[src/rtl/sd_resp_pkg.sv]
// Shared types and sector geometry for the sd_* block-device responder.
package sd_resp_pkg;

  typedef enum logic [2:0] {
    IDLE,
    WAIT,
    RD_XFER,
    WR_XFER,
    DONE
  } state_t;

  typedef enum logic {
    OP_RD,
    OP_WR
  } op_t;

  localparam int SECTOR_BYTES = 512;
  localparam int SECTOR_SHIFT = 9;

endpackage

[src/rtl/sd_block_responder_if.sv]
// hps_io sd_* request/sector-buffer signals plus the flat image memory port.
interface sd_block_responder_if #(
  parameter int VDNUM  = 3,
  parameter int IMG_AW = 24
);
  logic [VDNUM*32-1:0]     sd_lba;
  logic [VDNUM-1:0]        sd_rd;
  logic [VDNUM-1:0]        sd_wr;
  logic [VDNUM-1:0]        sd_ack;
  logic [8:0]              sd_buff_addr;
  logic [7:0]              sd_buff_dout;
  logic [VDNUM*8-1:0]      sd_buff_din;
  logic                    sd_buff_wr;
  logic [VDNUM*IMG_AW-1:0] img_base;
  logic [VDNUM*IMG_AW-1:0] img_size;
  logic [IMG_AW-1:0]       img_addr;
  logic                    img_rd;
  logic [7:0]              img_q;
  logic                    img_we;
  logic [7:0]              img_d;
  logic                    busy;

  // Core and image memory side.
  modport master (
    output sd_lba, sd_rd, sd_wr, sd_buff_din, img_base, img_size, img_q,
    input  sd_ack, sd_buff_addr, sd_buff_dout, sd_buff_wr,
    input  img_addr, img_rd, img_we, img_d, busy
  );

  // Responder side.
  modport slave (
    input  sd_lba, sd_rd, sd_wr, sd_buff_din, img_base, img_size, img_q,
    output sd_ack, sd_buff_addr, sd_buff_dout, sd_buff_wr,
    output img_addr, img_rd, img_we, img_d, busy
  );
endinterface

[src/rtl/sd_resp_arbiter.sv]
// Lowest-index-wins picker over the per-channel request levels.
module sd_resp_arbiter #(
  parameter int VDNUM = 3,
  parameter int CH_W  = 2
) (
  input  logic [VDNUM-1:0] req,
  output logic             valid,
  output logic [CH_W-1:0]  ch
);

  always_comb begin
    valid = |req;
    ch    = '0;
    // Walk downwards so the lowest set index is the last one written.
    for (int i = VDNUM - 1; i >= 0; i--) begin
      if (req[i]) begin
        ch = CH_W'(i);
      end
    end
  end

endmodule

[src/rtl/sd_block_responder.sv]
// Block-device responder: serves one 512-byte sector per sd_rd/sd_wr request
// from a flat image memory, with the sd_ack handshake and sector-buffer strobes.
module sd_block_responder
  import sd_resp_pkg::*;
#(
  parameter int VDNUM     = 3,
  parameter int IMG_AW    = 24,
  parameter int ACK_DELAY = 16
) (
  input logic clk_sys,
  input logic reset_n,
  sd_block_responder_if.slave bus
);

  localparam int CH_W  = (VDNUM > 1) ? $clog2(VDNUM) : 1;
  localparam int CNT_W = (ACK_DELAY > 1) ? $clog2(ACK_DELAY) : 1;

  logic [31:0]       lba_arr  [VDNUM];
  logic [IMG_AW-1:0] base_arr [VDNUM];
  logic [IMG_AW-1:0] size_arr [VDNUM];
  logic [7:0]        din_arr  [VDNUM];
  logic [VDNUM-1:0]  req;

  generate
    for (genvar gi = 0; gi < VDNUM; gi++) begin : g_ch
      assign lba_arr[gi]  = bus.sd_lba[32*gi +: 32];
      assign base_arr[gi] = bus.img_base[IMG_AW*gi +: IMG_AW];
      assign size_arr[gi] = bus.img_size[IMG_AW*gi +: IMG_AW];
      assign din_arr[gi]  = bus.sd_buff_din[8*gi +: 8];
      assign req[gi]      = bus.sd_rd[gi] | bus.sd_wr[gi];
    end
  endgenerate

  logic            req_valid;
  logic [CH_W-1:0] req_ch;

  sd_resp_arbiter #(
    .VDNUM (VDNUM),
    .CH_W  (CH_W)
  ) u_arbiter (
    .req   (req),
    .valid (req_valid),
    .ch    (req_ch)
  );

  state_t            state_reg, state_next;
  logic [CNT_W-1:0]  cnt_reg, cnt_next;
  logic [9:0]        idx_reg, idx_next;
  logic [CH_W-1:0]   ch_reg, ch_next;
  op_t               op_reg, op_next;
  logic              in_range_reg, in_range_next;
  logic [IMG_AW-1:0] sect_addr_reg, sect_addr_next;
  logic [VDNUM-1:0]  ack_reg, ack_next;

  logic [8:0]        buff_addr;
  logic [7:0]        buff_dout;
  logic              buff_wr;
  logic [IMG_AW-1:0] mem_addr;
  logic              mem_rd;
  logic              mem_we;
  logic [7:0]        mem_d;

  always_ff @(posedge clk_sys) begin
    if (!reset_n) begin
      state_reg     <= IDLE;
      cnt_reg       <= '0;
      idx_reg       <= '0;
      ch_reg        <= '0;
      op_reg        <= OP_RD;
      in_range_reg  <= 1'b0;
      sect_addr_reg <= '0;
      ack_reg       <= '0;
    end else begin
      state_reg     <= state_next;
      cnt_reg       <= cnt_next;
      idx_reg       <= idx_next;
      ch_reg        <= ch_next;
      op_reg        <= op_next;
      in_range_reg  <= in_range_next;
      sect_addr_reg <= sect_addr_next;
      ack_reg       <= ack_next;
    end
  end

  always_comb begin
    state_next     = state_reg;
    cnt_next       = cnt_reg;
    idx_next       = idx_reg;
    ch_next        = ch_reg;
    op_next        = op_reg;
    in_range_next  = in_range_reg;
    sect_addr_next = sect_addr_reg;
    ack_next       = ack_reg;
    buff_addr      = '0;
    buff_dout      = '0;
    buff_wr        = 1'b0;
    mem_addr       = '0;
    mem_rd         = 1'b0;
    mem_we         = 1'b0;
    mem_d          = '0;

    case (state_reg)
      IDLE: begin
        if (req_valid) begin
          ch_next        = req_ch;
          op_next        = bus.sd_rd[req_ch] ? OP_RD : OP_WR;
          // Last byte of the sector must sit below the image size; size 0 never passes.
          in_range_next  = {lba_arr[req_ch], {SECTOR_SHIFT{1'b1}}} < 41'(size_arr[req_ch]);
          sect_addr_next = base_arr[req_ch]
                         + IMG_AW'({lba_arr[req_ch], {SECTOR_SHIFT{1'b0}}});
          cnt_next       = CNT_W'(ACK_DELAY - 1);
          state_next     = WAIT;
        end
      end

      WAIT: begin
        if (cnt_reg == '0) begin
          ack_next         = '0;
          ack_next[ch_reg] = 1'b1;
          idx_next         = '0;
          state_next       = (op_reg == OP_RD) ? RD_XFER : WR_XFER;
        end else begin
          cnt_next = cnt_reg - CNT_W'(1);
        end
      end

      RD_XFER: begin
        // Image read issued at idx lands in the buffer one cycle later as idx-1.
        if (idx_reg < 10'(SECTOR_BYTES)) begin
          mem_rd = in_range_reg;
          if (in_range_reg) begin
            mem_addr = sect_addr_reg + IMG_AW'(idx_reg);
          end
        end
        if (idx_reg != '0) begin
          buff_wr   = 1'b1;
          buff_addr = 9'(idx_reg - 10'd1);
          buff_dout = in_range_reg ? bus.img_q : 8'h00;
        end
        if (idx_reg == 10'(SECTOR_BYTES)) begin
          ack_next   = '0;
          state_next = DONE;
        end else begin
          idx_next = idx_reg + 10'd1;
        end
      end

      WR_XFER: begin
        if (idx_reg < 10'(SECTOR_BYTES)) begin
          buff_addr = idx_reg[8:0];
        end
        // Core buffer answers one cycle after the address, so write byte idx-1 now.
        if (idx_reg != '0 && in_range_reg) begin
          mem_we   = 1'b1;
          mem_addr = sect_addr_reg + IMG_AW'(idx_reg - 10'd1);
          mem_d    = din_arr[ch_reg];
        end
        if (idx_reg == 10'(SECTOR_BYTES)) begin
          ack_next   = '0;
          state_next = DONE;
        end else begin
          idx_next = idx_reg + 10'd1;
        end
      end

      DONE: begin
        state_next = IDLE;
      end

      default: begin
        state_next = IDLE;
      end
    endcase
  end

  assign bus.sd_ack       = ack_reg;
  assign bus.sd_buff_addr = buff_addr;
  assign bus.sd_buff_dout = buff_dout;
  assign bus.sd_buff_wr   = buff_wr;
  assign bus.img_addr     = mem_addr;
  assign bus.img_rd       = mem_rd;
  assign bus.img_we       = mem_we;
  assign bus.img_d        = mem_d;
  assign bus.busy         = (state_reg != IDLE);

endmodule

[src/flat_wrapper.sv]
// flat-port wrapper written by rule: the top's interface ports become plain ports
module sd_block_responder_flat import sd_resp_pkg::*;
#(
  parameter int VDNUM     = 3,
  parameter int IMG_AW    = 24,
  parameter int ACK_DELAY = 16
)
  (clk_sys, reset_n, bus_sd_lba, bus_sd_rd, bus_sd_wr, bus_sd_buff_din, bus_img_base, bus_img_size, bus_img_q, bus_sd_ack, bus_sd_buff_addr, bus_sd_buff_dout, bus_sd_buff_wr, bus_img_addr, bus_img_rd, bus_img_we, bus_img_d, bus_busy);
  sd_block_responder_if #(.VDNUM(VDNUM), .IMG_AW(IMG_AW)) bus_i ();
  input logic clk_sys;
  input logic reset_n;
  input wire logic [$bits(bus_i.sd_lba)-1:0] bus_sd_lba;
  input wire logic [$bits(bus_i.sd_rd)-1:0] bus_sd_rd;
  input wire logic [$bits(bus_i.sd_wr)-1:0] bus_sd_wr;
  input wire logic [$bits(bus_i.sd_buff_din)-1:0] bus_sd_buff_din;
  input wire logic [$bits(bus_i.img_base)-1:0] bus_img_base;
  input wire logic [$bits(bus_i.img_size)-1:0] bus_img_size;
  input wire logic [$bits(bus_i.img_q)-1:0] bus_img_q;
  output wire logic [$bits(bus_i.sd_ack)-1:0] bus_sd_ack;
  output wire logic [$bits(bus_i.sd_buff_addr)-1:0] bus_sd_buff_addr;
  output wire logic [$bits(bus_i.sd_buff_dout)-1:0] bus_sd_buff_dout;
  output wire logic [$bits(bus_i.sd_buff_wr)-1:0] bus_sd_buff_wr;
  output wire logic [$bits(bus_i.img_addr)-1:0] bus_img_addr;
  output wire logic [$bits(bus_i.img_rd)-1:0] bus_img_rd;
  output wire logic [$bits(bus_i.img_we)-1:0] bus_img_we;
  output wire logic [$bits(bus_i.img_d)-1:0] bus_img_d;
  output wire logic [$bits(bus_i.busy)-1:0] bus_busy;
  assign bus_i.sd_lba = bus_sd_lba;
  assign bus_i.sd_rd = bus_sd_rd;
  assign bus_i.sd_wr = bus_sd_wr;
  assign bus_i.sd_buff_din = bus_sd_buff_din;
  assign bus_i.img_base = bus_img_base;
  assign bus_i.img_size = bus_img_size;
  assign bus_i.img_q = bus_img_q;
  assign bus_sd_ack = bus_i.sd_ack;
  assign bus_sd_buff_addr = bus_i.sd_buff_addr;
  assign bus_sd_buff_dout = bus_i.sd_buff_dout;
  assign bus_sd_buff_wr = bus_i.sd_buff_wr;
  assign bus_img_addr = bus_i.img_addr;
  assign bus_img_rd = bus_i.img_rd;
  assign bus_img_we = bus_i.img_we;
  assign bus_img_d = bus_i.img_d;
  assign bus_busy = bus_i.busy;
  sd_block_responder #(.VDNUM(VDNUM), .IMG_AW(IMG_AW), .ACK_DELAY(ACK_DELAY)) u_core (.clk_sys(clk_sys), .reset_n(reset_n), .bus(bus_i));
endmodule
[config.mk]
export PLATFORM = sky130hd
export DESIGN_NAME = sd_block_responder_flat
export DESIGN_NICKNAME = d
export VERILOG_FILES = /design/src/rtl/sd_resp_pkg.sv /design/src/rtl/sd_block_responder_if.sv /design/src/rtl/sd_resp_arbiter.sv /design/src/rtl/sd_block_responder.sv /design/src/flat_wrapper.sv
export SDC_FILE = /design/constraint.sdc
export NUM_CORES = 1
export LEC_CHECK = 0
export ABC_CLOCK_PERIOD_IN_PS = 5300
export BUFFER_PORTS_ARGS = -buffer_cell sky130_fd_sc_hd__buf_4
export CORE_ASPECT_RATIO = 0.75
export CORE_MARGIN = 4
export CORE_UTILIZATION = 43
export CTS_BUF_LIST = sky130_fd_sc_hd__clkbuf_16
export DETAILED_ROUTE_END_ITERATION = 10
export PLACE_DENSITY = 0.79
export SLEW_MARGIN = 40
export SYNTH_ARGS = -nofsm -noshare
export SYNTH_HDL_FRONTEND = slang
export SYNTH_SLANG_ARGS = --single-unit
[constraint.sdc]
create_clock -name clk_sys -period 5.3 [get_ports clk_sys]
set_clock_uncertainty 0.1 [all_clocks]
set_input_delay 0.795 -clock clk_sys [delete_from_list [all_inputs] [get_ports clk_sys]]
set_output_delay 0.795 -clock clk_sys [all_outputs]
set_load 0.1 [all_outputs]
# Yosys cells after proc, flatten, opt, wreduce, memory -nomap -nowiden

Cells that the tools add are included.

Bits in latches: 0
Memory bits (read-only): 0
RAM bits: 0
Register bits: 48
Word-level logic and storage cells: 103
Input port bits: 280
Memories: 0

Shifts and indexed selects: 0
Muxes and demuxes: 52
Reduce and logical (&&, ||, !) cells: 15
$mul: 0
$add $sub $neg: 7
Div/mod/pow operators: 0
$lt $le $gt $ge: 7
Bitwise gates (word level): 5
Equal/unequal tests: 9

Operators with widths:

| kind                                               | count |
|---|---|
| 2-to-1 mux 24 bit                                  | 7 |
| binary-select mux 24 bit (select 2 bit)            | 2 |
| binary-select mux 32 bit (select 2 bit)            | 1 |
| 2-to-1 mux 32 bit                                  | 2 |
| 2-to-1 mux 8 bit                                   | 7 |
| adder 24 bit                                       | 2 |
| one-hot mux 24 bit (2 select lines)                | 1 |
| < comparator 41 x 24 -> 1 bit                      | 1 |
| adder 24 x 10 -> 24 bit                            | 1 |
| 2-to-1 mux 10 bit                                  | 2 |
| one-hot mux 10 bit (2 select lines)                | 1 |
| 2-to-1 mux 9 bit                                   | 2 |
| one-hot mux 9 bit (2 select lines)                 | 1 |
| binary-select mux 8 bit (select 2 bit)             | 1 |
| 2-to-1 mux 3 bit                                   | 5 |
| AND reduction 3 bit                                | 4 |
| subtractor 10 x 1 -> 11 bit, second input constant | 1 |
| adder 10 x 1 -> 10 bit, second input constant      | 1 |
| == test 10 bit, second input constant              | 1 |
| < comparator 10 bit, second input constant         | 1 |
| 2-to-1 mux 1 bit                                   | 10 |
| nonzero test 10 bit                                | 1 |
| one-hot mux 3 bit (3 select lines)                 | 1 |
| subtractor 9 x 1 -> 9 bit, second input constant   | 1 |
| 24 further kinds                                   | 38 |

# Longest topological paths before layout

Word-level depth: 9
Depth in mapped cells: 17

# Hierarchy

Synthesis repeated with hierarchy kept, for this count alone.

Cell total of the unflattened synthesis: 900
Area total of the unflattened synthesis: 6622.6 um2

Modules (own cells, without submodules):

| module             | cells an instance | instances | sequential area each (um2) | area each (um2) |
|---|---|---|---|---|
| sd_block_responder | 897               | 1         | 960.9                      | 6602.6 |
| sd_resp_arbiter    | 3                 | 1         | 0.0                        | 20.0 |

# Worst setup path after synthesis

Ideal clock, no wire load.

Path type: reg2out
Start point: register u_core.idx_reg[4]
End point: output port bus_img_addr[23]
Required time: 4405 ps
Buffers on the path: 2
Slack: -1181 ps
Stages on the path, launching flop included: 14
Arrival: 5586 ps
Path through: dfxtp_1 -> buf_6 -> or4_4 -> or2_2 -> nor3_1 -> ha_1 -> clkbuf_1 -> a211o_1 -> a211o_1 -> o41ai_1 -> a31oi_1 -> nor2b_1 -> o31a_1 -> a21oi_1

Cells in the longest elaborated chain, start to end: 4
Elaborated cells between the ends (all ways): 10

RTL lines:

| what                                                      | line                                                 | source |
|---|---|---|
| start: declaration                                        | sd_block_responder.sv:48                             | `logic [9:0] idx_reg, idx_next;` |
| start signal: assignment                                  | sd_block_responder.sv:76                             | `idx_reg <= idx_next;` |
| subtractor 10 x 1 -> 11 bit, or another cell as far along | sd_block_responder.sv:155                            | `mem_addr = sect_addr_reg + IMG_AW'(idx_reg - 10'd1);` |
| adder 24 bit, or another cell as far along                | sd_block_responder.sv:155                            |  |
| 2-to-1 mux 24 bit (on tied branches)                      | sd_block_responder.sv:153, sd_block_responder.sv:129 |  |
| one-hot mux 24 bit (2 select lines) (*)                   | sd_block_responder.sv:102                            | `case (state_reg)` |
| end: declaration                                          | flat_wrapper.sv:23                                   | `output wire logic [$bits(bus_i.img_addr)-1:0] bus_img_addr;` |

Every way passes the cells marked *; elsewhere a longest branch is shown, timed or not.

# Final worst setup path

Start point: register u_core.idx_reg[0]
End point: output port bus_img_addr[22]

Same word-level chain as after synthesis.

==> results.md <==
* Status: complete, no violations
* CP Max Fanout at 8
* Type of element capturing the critical path: output port
* I/O pins at 336
* Global-route met1 utilization at 35.6%
* Die height at 116 um
* Die area at 0.0177 mm^2
* Antenna diodes at 0
* Crit path launch type: flop
* Clock transition at the registers of the reported paths at 70 ps
* Gpl congestion at 0.920
* Post-detailed-route via-to-cell ratio at 5.67
* Row cnt at 39
* Category of the most critical setup path: reg -> out
* Number of distinct library cells after synthesis at 69
* Dominant register cell in the synthesized netlist: sky130_fd_sc_hd__dfxtp_1
* Number of max-cap violations at 0
* Final routed DRC violation total at 0
* Fraction of the cycle the final worst path needs at 95.9%
* Worst-case headroom to the max-slew limit at 50.7%
* Post-route standard cell area excluding fillers at 0.00955 mm^2
* CTS tree: built
* Most Used Layer, Global Route: met2
* Count of endpoints failing hold in the final timing report at 0
* Flip-flop count of the largest register after layout at 24
* Slew @ Worst Pin at 738 ps
* Global routing usage on met3 at 3.78%
* Fin cells at 1412
* Share of cells above drive strength 1 at 31.2%
* Global-route wire length before repair at 39.7 mm
* Number of vias after detailed routing at 8000
* Initial core utilization at 43.9%
* Peak per-stage delay on the critical path at 620 ps
* Unrepaired setup endpoints after global routing: false
* Estimated wirelength of the detail-placed design at 22.2 mm
* Post-synthesis cell area at 0.00670 mm^2
* Growth of design area from synthesis to finish at 42.4%
* Detailed router's first-iteration violation count at 570
* Clk Latency, worst-skew pair at 290 ps
* #FFs+latches synth at 48
* Post-Synthesis Cells at 922
* Worst-case register-to-register setup slack at 2480 ps
* Sum of internal, switching and leakage power at 0.00250 W
* DR pass1 iterations at 6
* Tot GR Track Use at 27.9%
* P per Cell Area at 262 mW/mm^2
* Depth of the CTS H-tree at 2
* Clock tree sinks at 48
* Asr flop ratio synth at 0%
* Share of synthesized area occupied by flip-flops and latches at 14.3%
* Nets at 1555
* Sum of negative setup slack at 0 ps
* Kind of cell adding the most delay to the critical path: compound AO/OA/AOI/OAI gates
* Number of slew-limit violations in the final report at 0
* Max stage delay cell, worst path: sky130_fd_sc_hd__or4_4
* Port bufs at 308
* Initial antenna violation count at 0
* Via count of the first global-routing pass at 7689
* Placed cells at 1403
* Area of the core region at 0.0153 mm^2
* Highest achievable clock rate at 197 MHz
* Endpoint required time on the critical path at 4410 ps
* Worst-case setup slack after placement at 336 ps
* Number of buffer and inverter stages on the critical path at 1
* Peak supply drop at 0.157 mV
* Arrival time at the worst endpoint at 4190 ps
* Worst path setup slack after routing at 219 ps
* Worst min path class: reg -> reg
* Fillers at 1386
* Average size of a mapped cell at 7.27 um^2
* Overflow after GRT at 0
* CTS Buffer Depth at 2
* Floorplan die width at 152 um
* Number of enable flip-flop cells after synthesis at 0
* Post-DR wirelength/cell at 18.6 um
* Number of antenna-violating nets in the routed design at 0
* Shortest period the worst path allows at 5080 ps
* Leakage power figure at 4.38 nW
* Final setup violation count at 0
* Global routing met2 resource utilization at 50.2%
* Synthesized net count at 1271
* Largest net degree at the start of global routing at 38
* Cell chosen for the clock root: sky130_fd_sc_hd__clkbuf_16
* Cell breakdown of the critical path: or4_4 > nor2_1 > xor2_1 > ha_1 > a21o_1 > or3_1 > o21ba_2 > a311o_1 > a21oi_2 > o2111ai_1 > xnor2_1 > o22ai_2 > buf_4
* Cell area after placement at 0.00928 mm^2
* CTS Buf Count at 5
* Warnings from Yosys at 0
* Detailed-route wire length at 26.3 mm
* Hold buffers post-CTS at 0
cells in the final DEF (no fill, tap or decap), types with 19 or more instances in the layout:
| cell | n |
|---|---|
| sky130_fd_sc_hd__a211oi_1 | 19 |
| sky130_fd_sc_hd__nor2_1 | 102 |
| sky130_fd_sc_hd__mux2i_1 | 66 |
| sky130_fd_sc_hd__buf_4 | 322 |
| sky130_fd_sc_hd__dfxtp_1 | 46 |
| sky130_fd_sc_hd__xor2_1 | 31 |
| sky130_fd_sc_hd__o21ai_0 | 52 |
| sky130_fd_sc_hd__a21o_1 | 22 |
| sky130_fd_sc_hd__ha_1 | 64 |
| sky130_fd_sc_hd__inv_1 | 24 |
| sky130_fd_sc_hd__nand2_1 | 81 |
| sky130_fd_sc_hd__and3_1 | 24 |
| sky130_fd_sc_hd__a21oi_1 | 80 |
| sky130_fd_sc_hd__xnor2_1 | 32 |
final cells by class:
cell class	count	area (um^2)	area share, %
flip-flops and latches	48	963	10.1
well taps	205	256	2.69
clock inverters	3	46.3	0.485
clock buffers	5	125	1.31
inverters	27	104	1.09
repair buffers	327	2490	26.1
multi-input cells	797	5560	58.2
per-stage QoR:
step	util [%]	hold slack, ps
global placement	60.7	357
finish	62.5	376
floorplan	-	345
detailed placement	60.8	369
CTS	61.9	378
global route	62.5	415
logic make-up (layout without fill, tap and decap cells):
logic type	Yosys count	count (layout)	synth area share, %
compound gates	280	280	26.8
xor+xnor	63	63	8.23
fa+ha+maj	69	69	13.2
buf+inv	77	362	4.63
flops	48	48	14.3
mux	67	67	10.0
simple gates	318	318	22.8
worst min-delay path, delay by kind of cell (launching register included):
family,cells,cell delay (ps)
DFF,1,310
AOI/OAI and AO/OA,1,60
and+or+nand+nor,1,60
power breakdown:
group | leakage, nW | total, W | switching (W) | internal (W)
registers | 0.395 | 0.000503 | 0.0000880 | 0.000415
logic | 3.91 | 0.00162 | 0.000887 | 0.000736
clock network | 0.0804 | 0.000372 | 0.000147 | 0.000224
total | 4.38 | 0.00250 | 0.00112 | 0.00138
synthesized netlist by cell type, types with 9 or more instances:
cell,count,area share [%]
sky130_fd_sc_hd__nand3_1,13,0.97
sky130_fd_sc_hd__mux2i_1,66,9.9
sky130_fd_sc_hd__xor2_1,31,4.1
sky130_fd_sc_hd__o22ai_1,18,1.7
sky130_fd_sc_hd__clkbuf_1,30,1.7
sky130_fd_sc_hd__a21oi_1,83,6.2
sky130_fd_sc_hd__a21o_1,22,2.5
sky130_fd_sc_hd__a211oi_1,19,2.1
sky130_fd_sc_hd__a31oi_1,11,1.0
sky130_fd_sc_hd__inv_1,25,1.4
sky130_fd_sc_hd__dfxtp_1,48,14
sky130_fd_sc_hd__ha_1,66,12
sky130_fd_sc_hd__o21ai_0,55,4.1
sky130_fd_sc_hd__buf_1,12,0.67
sky130_fd_sc_hd__nor2_1,103,5.8
sky130_fd_sc_hd__and3_1,24,2.2
sky130_fd_sc_hd__nand2_1,81,4.5
sky130_fd_sc_hd__nand4_1,15,1.4
sky130_fd_sc_hd__xnor2_1,32,4.2
sky130_fd_sc_hd__o211ai_1,9,1.0
sky130_fd_sc_hd__nor3_1,19,1.4
sky130_fd_sc_hd__nor4_1,16,1.5
what timing repair did:
item / 4_1_cts / 5_1_grt
setup endpoints to repair: 1 / 7
gates cloned: 0 / 0
gates resized for setup: 1 / 22
pin swaps: 0 / 3
setup buffers: 0 / 1
routing by layer:
layer / share of wire [%] / up-vias
met1: 41 / 3701
met4: 2.4 / 0
met2: 49 / 310
met3: 6.9 / 24
li1: - / 3965
met5: 0 / -
final timing paths:
kind                                    startpoint                                    end  cells after the start
max                 u_core.idx_reg[0]$_SDFFE_PN0P_                       bus_img_addr[22]                     13
min          u_core.sect_addr_reg[23]$_SDFFE_PN0P_  u_core.sect_addr_reg[23]$_SDFFE_PN0P_                      2
max reg2reg         u_core.idx_reg[0]$_SDFFE_PN0P_         u_core.idx_reg[9]$_SDFFE_PN0P_                     10
min reg2reg  u_core.sect_addr_reg[23]$_SDFFE_PN0P_  u_core.sect_addr_reg[23]$_SDFFE_PN0P_                      2
Power figures use the tool's default switching activity.
